$ cat config.mk
export PLATFORM = sky130hd
export DESIGN_NAME = control_sequencer
export DESIGN_NICKNAME = d
export VERILOG_FILES = /design/src/rtl/control_sequencer.sv
export SDC_FILE = /design/constraint.sdc
export NUM_CORES = 1
export LEC_CHECK = 0
export ABC_CLOCK_PERIOD_IN_PS = 2390
export BUFFER_PORTS_ARGS = -buffer_cell sky130_fd_sc_hd__buf_2
export CAP_MARGIN = 40
export CORE_ASPECT_RATIO = 1.25
export CORE_MARGIN = 5
export CORE_UTILIZATION = 42
export CTS_CLUSTER_SIZE = 8
export DETAILED_ROUTE_END_ITERATION = 12
export PLACE_DENSITY = 0.8
export SYNTH_ARGS = -nofsm -noshare
export SYNTH_HDL_FRONTEND = slang
export SYNTH_SLANG_ARGS = --single-unit
export TNS_END_PERCENT = 30
$ cat constraint.sdc
create_clock -name CLK -period 2.39 [get_ports CLK]
set_input_delay 0.1195 -clock CLK [delete_from_list [all_inputs] [get_ports CLK]]
set_output_delay 0.1195 -clock CLK [all_outputs]
set_load 0.01 [all_outputs]
$ cat src/rtl/control_sequencer.sv
// Control sequencer: fetches 16-bit instructions, decodes them into
// function-unit and register-file controls, and steps the program counter.
// Fetch handshake: IDATA is taken only on a rising CLK edge where the
// sequencer is in FETCH and IREADY=1. There is no back-pressure.
module control_sequencer (
  input  logic        CLK,
  input  logic        RESET,
  input  logic [15:0] IDATA,
  input  logic        IREADY,
  input  logic        V,
  input  logic        C,
  input  logic        N,
  input  logic        Z,
  output logic [7:0]  IADDR,
  output logic [3:0]  FS,
  output logic [1:0]  AA,
  output logic [1:0]  BA,
  output logic [1:0]  DA,
  output logic        MB,
  output logic [7:0]  CONST,
  output logic        RW,
  output logic [3:0]  FLAGS,
  output logic        HALT,
  output logic [1:0]  dbg_state_o
);

  typedef enum logic [1:0] {
    S_FETCH  = 2'd0,
    S_EXEC   = 2'd1,
    S_WB     = 2'd2,
    S_HALTED = 2'd3
  } state_e;

  localparam logic [3:0] OP_ALU  = 4'h1;
  localparam logic [3:0] OP_LDI  = 4'h2;
  localparam logic [3:0] OP_JMP  = 4'h3;
  localparam logic [3:0] OP_BRZ  = 4'h4;
  localparam logic [3:0] OP_BRC  = 4'h5;
  localparam logic [3:0] OP_BRN  = 4'h6;
  localparam logic [3:0] OP_HALT = 4'hF;

  state_e      state_q, state_d;
  logic [7:0]  pc_q, pc_d;
  logic [15:0] ir_q, ir_d;
  logic [3:0]  flags_q, flags_d;

  logic [3:0]  opcode;
  logic [7:0]  target;
  logic [7:0]  pc_inc;

  assign opcode = ir_q[15:12];
  assign target = ir_q[7:0];
  assign pc_inc = pc_q + 8'd1;

  // State, PC, IR and status register; all cleared asynchronously by RESET.
  always_ff @(posedge CLK or posedge RESET) begin
    if (RESET) begin
      state_q <= S_FETCH;
      pc_q    <= 8'h00;
      ir_q    <= 16'h0000;
      flags_q <= 4'h0;
    end else begin
      state_q <= state_d;
      pc_q    <= pc_d;
      ir_q    <= ir_d;
      flags_q <= flags_d;
    end
  end

  // Next-state logic: instruction fetch, execute dispatch, write-back and PC update.
  always_comb begin
    state_d = state_q;
    pc_d    = pc_q;
    ir_d    = ir_q;
    flags_d = flags_q;
    unique case (state_q)
      S_FETCH: begin
        if (IREADY) begin
          ir_d    = IDATA;
          state_d = S_EXEC;
        end
      end
      S_EXEC: begin
        state_d = S_FETCH;
        case (opcode)
          OP_ALU: begin
            flags_d = {V, C, N, Z};
            state_d = S_WB;
          end
          OP_LDI:  state_d = S_WB;
          OP_JMP:  pc_d = target;
          // Branches test the latched status register, never the live flags.
          OP_BRZ:  pc_d = flags_q[0] ? target : pc_inc;
          OP_BRC:  pc_d = flags_q[2] ? target : pc_inc;
          OP_BRN:  pc_d = flags_q[1] ? target : pc_inc;
          OP_HALT: state_d = S_HALTED;
          default: pc_d = pc_inc;
        endcase
      end
      S_WB: begin
        pc_d    = pc_inc;
        state_d = S_FETCH;
      end
      S_HALTED: state_d = S_HALTED;
      default:  state_d = S_FETCH;
    endcase
  end

  // Decode outputs: driven from IR only while executing or writing back.
  always_comb begin
    FS    = 4'h0;
    AA    = 2'd0;
    BA    = 2'd0;
    DA    = 2'd0;
    MB    = 1'b0;
    CONST = 8'h00;
    if (state_q == S_EXEC || state_q == S_WB) begin
      case (opcode)
        OP_ALU: begin
          FS = ir_q[11:8];
          DA = ir_q[7:6];
          AA = ir_q[5:4];
          BA = ir_q[3:2];
        end
        OP_LDI: begin
          FS    = 4'd12;
          DA    = ir_q[11:10];
          MB    = 1'b1;
          CONST = ir_q[7:0];
        end
        default: ;
      endcase
    end
  end

  // RW is gated by RESET directly so an asynchronous reset in WB kills the write at once.
  assign RW          = (state_q == S_WB) && !RESET;
  assign HALT        = (state_q == S_HALTED);
  assign IADDR       = pc_q;
  assign FLAGS       = flags_q;
  assign dbg_state_o = state_q;

endmodule

# [Word-level counts from Yosys, hierarchy flattened]
# Index checks and enable logic that the tools add are counted.
[word_totals] register_bits=30 inputBits=23
[op_classes] add_sub_neg=1 eq_ne=12 muxes=20 n_reduce_logical=10
[op_table] op="$mux W8" n=5
[op_table] op="$pmux W8 S5" n=1
[op_table] op="$pmux W8 S2" n=1
[op_table] op="$eq A4 B3 Y1 const B" n=3
[op_table] op="$mux W2" n=6
[op_table] op="$add A8 B1 Y8 const B" n=1
[op_table] op="$eq A4 B2 Y1 const B" n=2
[op_table] op="$pmux W2 S2" n=2
[op_table] op="$pmux W2 S4" n=1
[op_table] op="$pmux W4 S2" n=1
[op_table] op="$reduce_and A2 Y1" n=3
[op_table] op="$eq A2 B2 Y1 const B" n=2
[op_table] op="$eq A4 B1 Y1 const B" n=1
[op_table] op="$eq A4 B4 Y1 const B" n=1
[op_table] op="$mux W4" n=1
[op_table] op="$ne A2 B2 Y1 const B" n=2
[op_table] op="$reduce_or A3 Y1" n=1
[op_table] op="$eq A2 B1 Y1 const B" n=1
[op_table] op="$logic_not A2 Y1" n=1
[op_table] op="$mux W1" n=2
[op_table] op="$reduce_bool A2 Y1" n=1
[op_table] op="$reduce_or A2 Y1" n=1
[op_table] op="$logic_and A1 B1 Y1" n=1
[op_table] op="$logic_not A1 Y1" n=1
[op_table] op="$logic_or A1 B1 Y1" n=1

# [Logic depth before layout (Yosys ltp)]
[logic_depth] depth_word=4 ltp_mapped=9

# [Least setup slack after synthesis]
# Ideal clock, no wire load.
[synth_path] path_kind="reg2reg" start="register state_q[0] (netlist: dbg_state_o[0])" end="register pc_q[2] (netlist: IADDR[2])" setup_ns=0.121 t_arrival_ns=1.890 required_ns=2.269 setup_slack_ns=0.378 stages_incl_launch_ff=9 period_less_slack_ns=2.012 cell_sequence="dfrtp_1 -> inv_1 -> ha_1 -> nor2_1 -> o21ai_0 -> a2111o_1 -> buf_6 -> mux2_4 -> o22a_1"
[synth_between] elab_chain_len=3 word_cells_on_any_way=6 cone_classes="eq/ne: 3; mux: 1; reduce/logical: 2"
[synth_rtl] item="from (decl)" line="42" rtl="state_e state_q, state_d;"
[synth_rtl] item="from (signal assigned)" line="63" rtl="state_q <= state_d;"
[synth_rtl] item="$eq A2 B1 Y1 / $eq A2 B2 Y1 (equally long branches)" line="76" rtl="unique case (state_q)"
[synth_rtl] item="$ne A2 B2 Y1 (no line) / $reduce_bool A2 Y1 (equally long branches)"
[synth_rtl] item="$reduce_and A2 Y1 (no line)"
[synth_rtl] item="to (signal assigned)" line="64" rtl="pc_q <= pc_d;"
[synth_rtl] item="to (decl)" line="43" rtl="logic [7:0] pc_q, pc_d;"
# Several ways; a longest one is shown, not always the timed one.
# A chain may end at the register's enable or synchronous reset.

# [Worst setup path in the final report]
[layout_path] start="register state_q[0] (netlist: dbg_state_o[0])" end="register pc_q[3] (netlist: IADDR[3])"
# Same word-level chain as after synthesis.

==> summary.txt <==
Clocking
  • Post-CTS sizing: 0
  • Clk_lat worst skew: 0.28 ns
  • H-tree Lvls: 2
  • Max Root-Sink Buffers: 2
  • CTS sink cnt: 30
  • Inserted Clock Buffers: 5
  • CTS tree: yes
  • Clk pin slew, worst setup/hold paths: 0.07 ns
  • Root buf cell: clkbuf_8

Floorplanning
  • Die Y: 80.9 µm
  • Starting Density: 0.439
  • Rows: 25
  • Die area: 5400 µm²
  • Die W: 66.7 µm
  • Ports: 58
  • Core footprint: 3850 µm²

Finish
  • Most common cell after layout, fill and taps aside: buf_2
  • Share of layout cells above drive strength 1: 0.456
  • Fin util: 0.565
  • Seq. cell area: 751 µm²
  • Fin nets: 245
  • Layout Area Growth over Synthesis: 28.5%
  • Most frequent cells in the layout: buf_2, dfrtp_1, mux2_2
  • Area occupied by multi-input gates: 875 µm²
  • # fillers: 350
  • Post-Layout Inst Area: 2170 µm²
  • Antenna fix cells: 0

Power
  • Internal power: 0.838 mW
  • Worst VDD drop: 0.584 mV
  • Comb pwr share: 0.037
  • Leak: 1.19 nW
  • Sw Ratio: 0.201
  • Pwr Density: 483 nW/µm²
  • Sequential power share: 0.490
  • Clock power share: 0.473
  • NetSw: 0.211 mW

STA
  • Period utilization: 0.906
  • Slew headroom: 0.741
  • Max Slew Vio Count: 0
  • Unrepaired setup endpoints after global routing: false
  • Endpoints failing setup: 0
  • Post-layout min period: 2.17 ns
  • Setup TNS: 0 ns
  • Fmax: 462 MHz
  • Tightest Pin Transition: 0.383 ns
  • Worst Skew: 0.0106 ns
  • Final Hold Viols: 0

Route
  • # DRC: 0
  • Post-Route WL: 3860 µm
  • Via count: 1374
  • Routed Antenna Nets: 0
  • 1st-iter DRT viols: 14
  • Via-per-instance ratio: 5.07
  • Pre-Repair DR Iteration Count: 4
  • Routed WL per cell: 14.3 µm

Worst hold path
  • Min-Delay Startpoint: IDATA[15]
  • Hold Path Class: input port to flop

Setup path
  • R2r endpoint: IADDR[3]
  • CP Class: flop to flop
  • Flop-to-flop setup slack: 0.22 ns
  • Worst r2r path cells: 8
  • Worst path slowest cell: a2111o_1
  • Worst Path Max Fanout: 9
  • Crit path to: IADDR[3]
  • Critical path required time: 2.56 ns
  • FF-to-FF Start: dbg_state_o[0]
  • WP data arrival: 2.33 ns
  • CP Capture Type: flop
  • CP startpoint: dbg_state_o[0]
  • Worst path cell trace: inv_1 -> ha_1 -> nor2_1 -> o21ai_0 -> a2111o_1 -> buf_4 -> mux2i_1 -> o22a_1
  • Startpoint Class: flop
  • Critical Path Max Stage Delay: 0.57 ns

Logic synthesis
  • Syn avg cell area: 11.1 µm²
  • Post-synth EDFFs: 0
  • Yosys reg bits: 30
  • Mux contribution to synthesized area: 0.192
  • Post-Synth Simple-Gate Area: 0.171
  • Unique masters post-synth: 36
  • Synth warn: 0
  • Main combinational cell family by area after synthesis: multiplexers
  • Seq/Total Area, Yosys: 0.444
  • Synth Area in Adders: 0.0444
  • Post-Syn Instances: 152
  • Net Count, Synth: 181
  • Synth Area in Compound Gates: 0.107
  • Async S/R FF share, synth: 1.00
  • Post-synthesis xor/xnor area fraction: 0
  • Commonest register cell after synthesis: dfrtp_1
  • Synth Cell Area: 1690 µm²

Placed design
  • Routability cong.: 0.830
  • IO Port Bufs: 57
  • DP Area: 2050 µm²
  • Dpl hpwl: 2940 µm

Global route
  • Pin count of the biggest net entering global routing: 31
  • Vias in the first global route: 1400
  • Global Route Usage Sum: 0.158
  • Gr ovfl total: 0
  • First-pass GRT wire length: 6510 µm
  • Initial antenna violation count: 0

Job
  • Max_cap viols: 0

Status
  • Outcome: finished, final reports clean
flip-flops by register name, summed over array words and instances, names as in the netlist:
register	count
FLAGS	4
ir_q	16
IADDR	8
dbg_state_o	2
area by class of cell:
type | instances | share of cell area
clock buffer | 5 | 0.0317
tap | 54 | 0.0311
timing repair buffer | 64 | 0.157
multi-input combinational | 107 | 0.403
inverter | 8 | 0.0138
clock inverter | 3 | 0.0184
sequential | 30 | 0.346
cells by family (layout without fill, tap and decap cells):
logic type,after synthesis,in the layout
AO/OA/AOI/OAI,26,26
adder cells (fa/ha/maj),6,6
buffers and inverters,15,80
flip-flops,30,30
multiplexers,28,28
AND/OR/NAND/NOR,47,47
stage by stage:
step / worst slack, ns / hold slack, ns / power [mW] / cells
after global routing: 0.0818 / 0.0562 / 1.09 / 271
after detailed placement: 0.268 / 0.235 / 0.562 / 262
after floorplan: 0.378 / 0.210 / 0.535 / 152
after global placement: 0.298 / 0.228 / 0.561 / 262
final: 0.225 / 0.0598 / 1.05 / 271
after CTS: 0.218 / 0.0529 / 1.06 / 271
power by group through the flow:
stage          Sequential (mW)  Clock [mW]  Combinational [mW]
6_report                 0.514       0.496              0.0388
3_5_place_dp             0.523           0              0.0392
4_1_cts                  0.514       0.507              0.0404
2_1_floorplan            0.524           0              0.0111
5_1_grt                  0.514       0.533              0.0442
3_3_place_gp             0.523           0              0.0382
worst min path at each step:
stage               slack (ns)  cells after the start        endpoint
floorplan                 0.21                      1        FLAGS[0]
global placement          0.23                      3  dbg_state_o[1]
detailed placement        0.23                      3  dbg_state_o[1]
CTS                       0.05                      2        ir_q[15]
global route              0.06                      2        ir_q[15]
finish                    0.06                      2        ir_q[15]
what timing repair did:
action | 4_1_cts | 5_1_grt
buffers inserted | 0 | 0
hold buffers | 1 | 0
endpoints found under the hold margin | 30 | 0
per-layer routing:
metal | wire, µm | global-route usage | vias up
met3 | 207 | 0.0429 | 7
met5 | 0 | 0 | -
met4 | 89 | 0.0732 | 0
met1 | 1600 | 0.188 | 658
li1 | - | - | 675
met2 | 1960 | 0.265 | 34
worst max-delay path, delay by kind of cell (launching register included):
| kind | cells | cell delay [ns] |
|---|---|---|
| AOI/OAI and AO/OA | 3 | 0.85 |
| DFF | 1 | 0.41 |
| muxes | 1 | 0.14 |
| adders and majority gates | 1 | 0.24 |
| and+or+nand+nor | 1 | 0.08 |
| buffers and inverters | 2 | 0.34 |
synth_stat cells (3+ instances only):
cell type | instances | area (µm²)
nand2b_1 | 4 | 25.0
dfrtp_1 | 30 | 751
o22a_1 | 4 | 35.0
mux2i_1 | 4 | 40.0
buf_2 | 3 | 15.0
mux2_4 | 3 | 45.0
mux2_2 | 20 | 225
o22ai_1 | 4 | 25.0
nand2_1 | 5 | 18.8
and2_1 | 15 | 93.8
inv_1 | 8 | 30.0
a21oi_1 | 8 | 40.0
nor2_1 | 5 | 18.8
nor4b_1 | 3 | 26.3
nand3_1 | 3 | 15.0
ha_1 | 6 | 75.1
No activity file was read; power rests on OpenSTA's default activity.
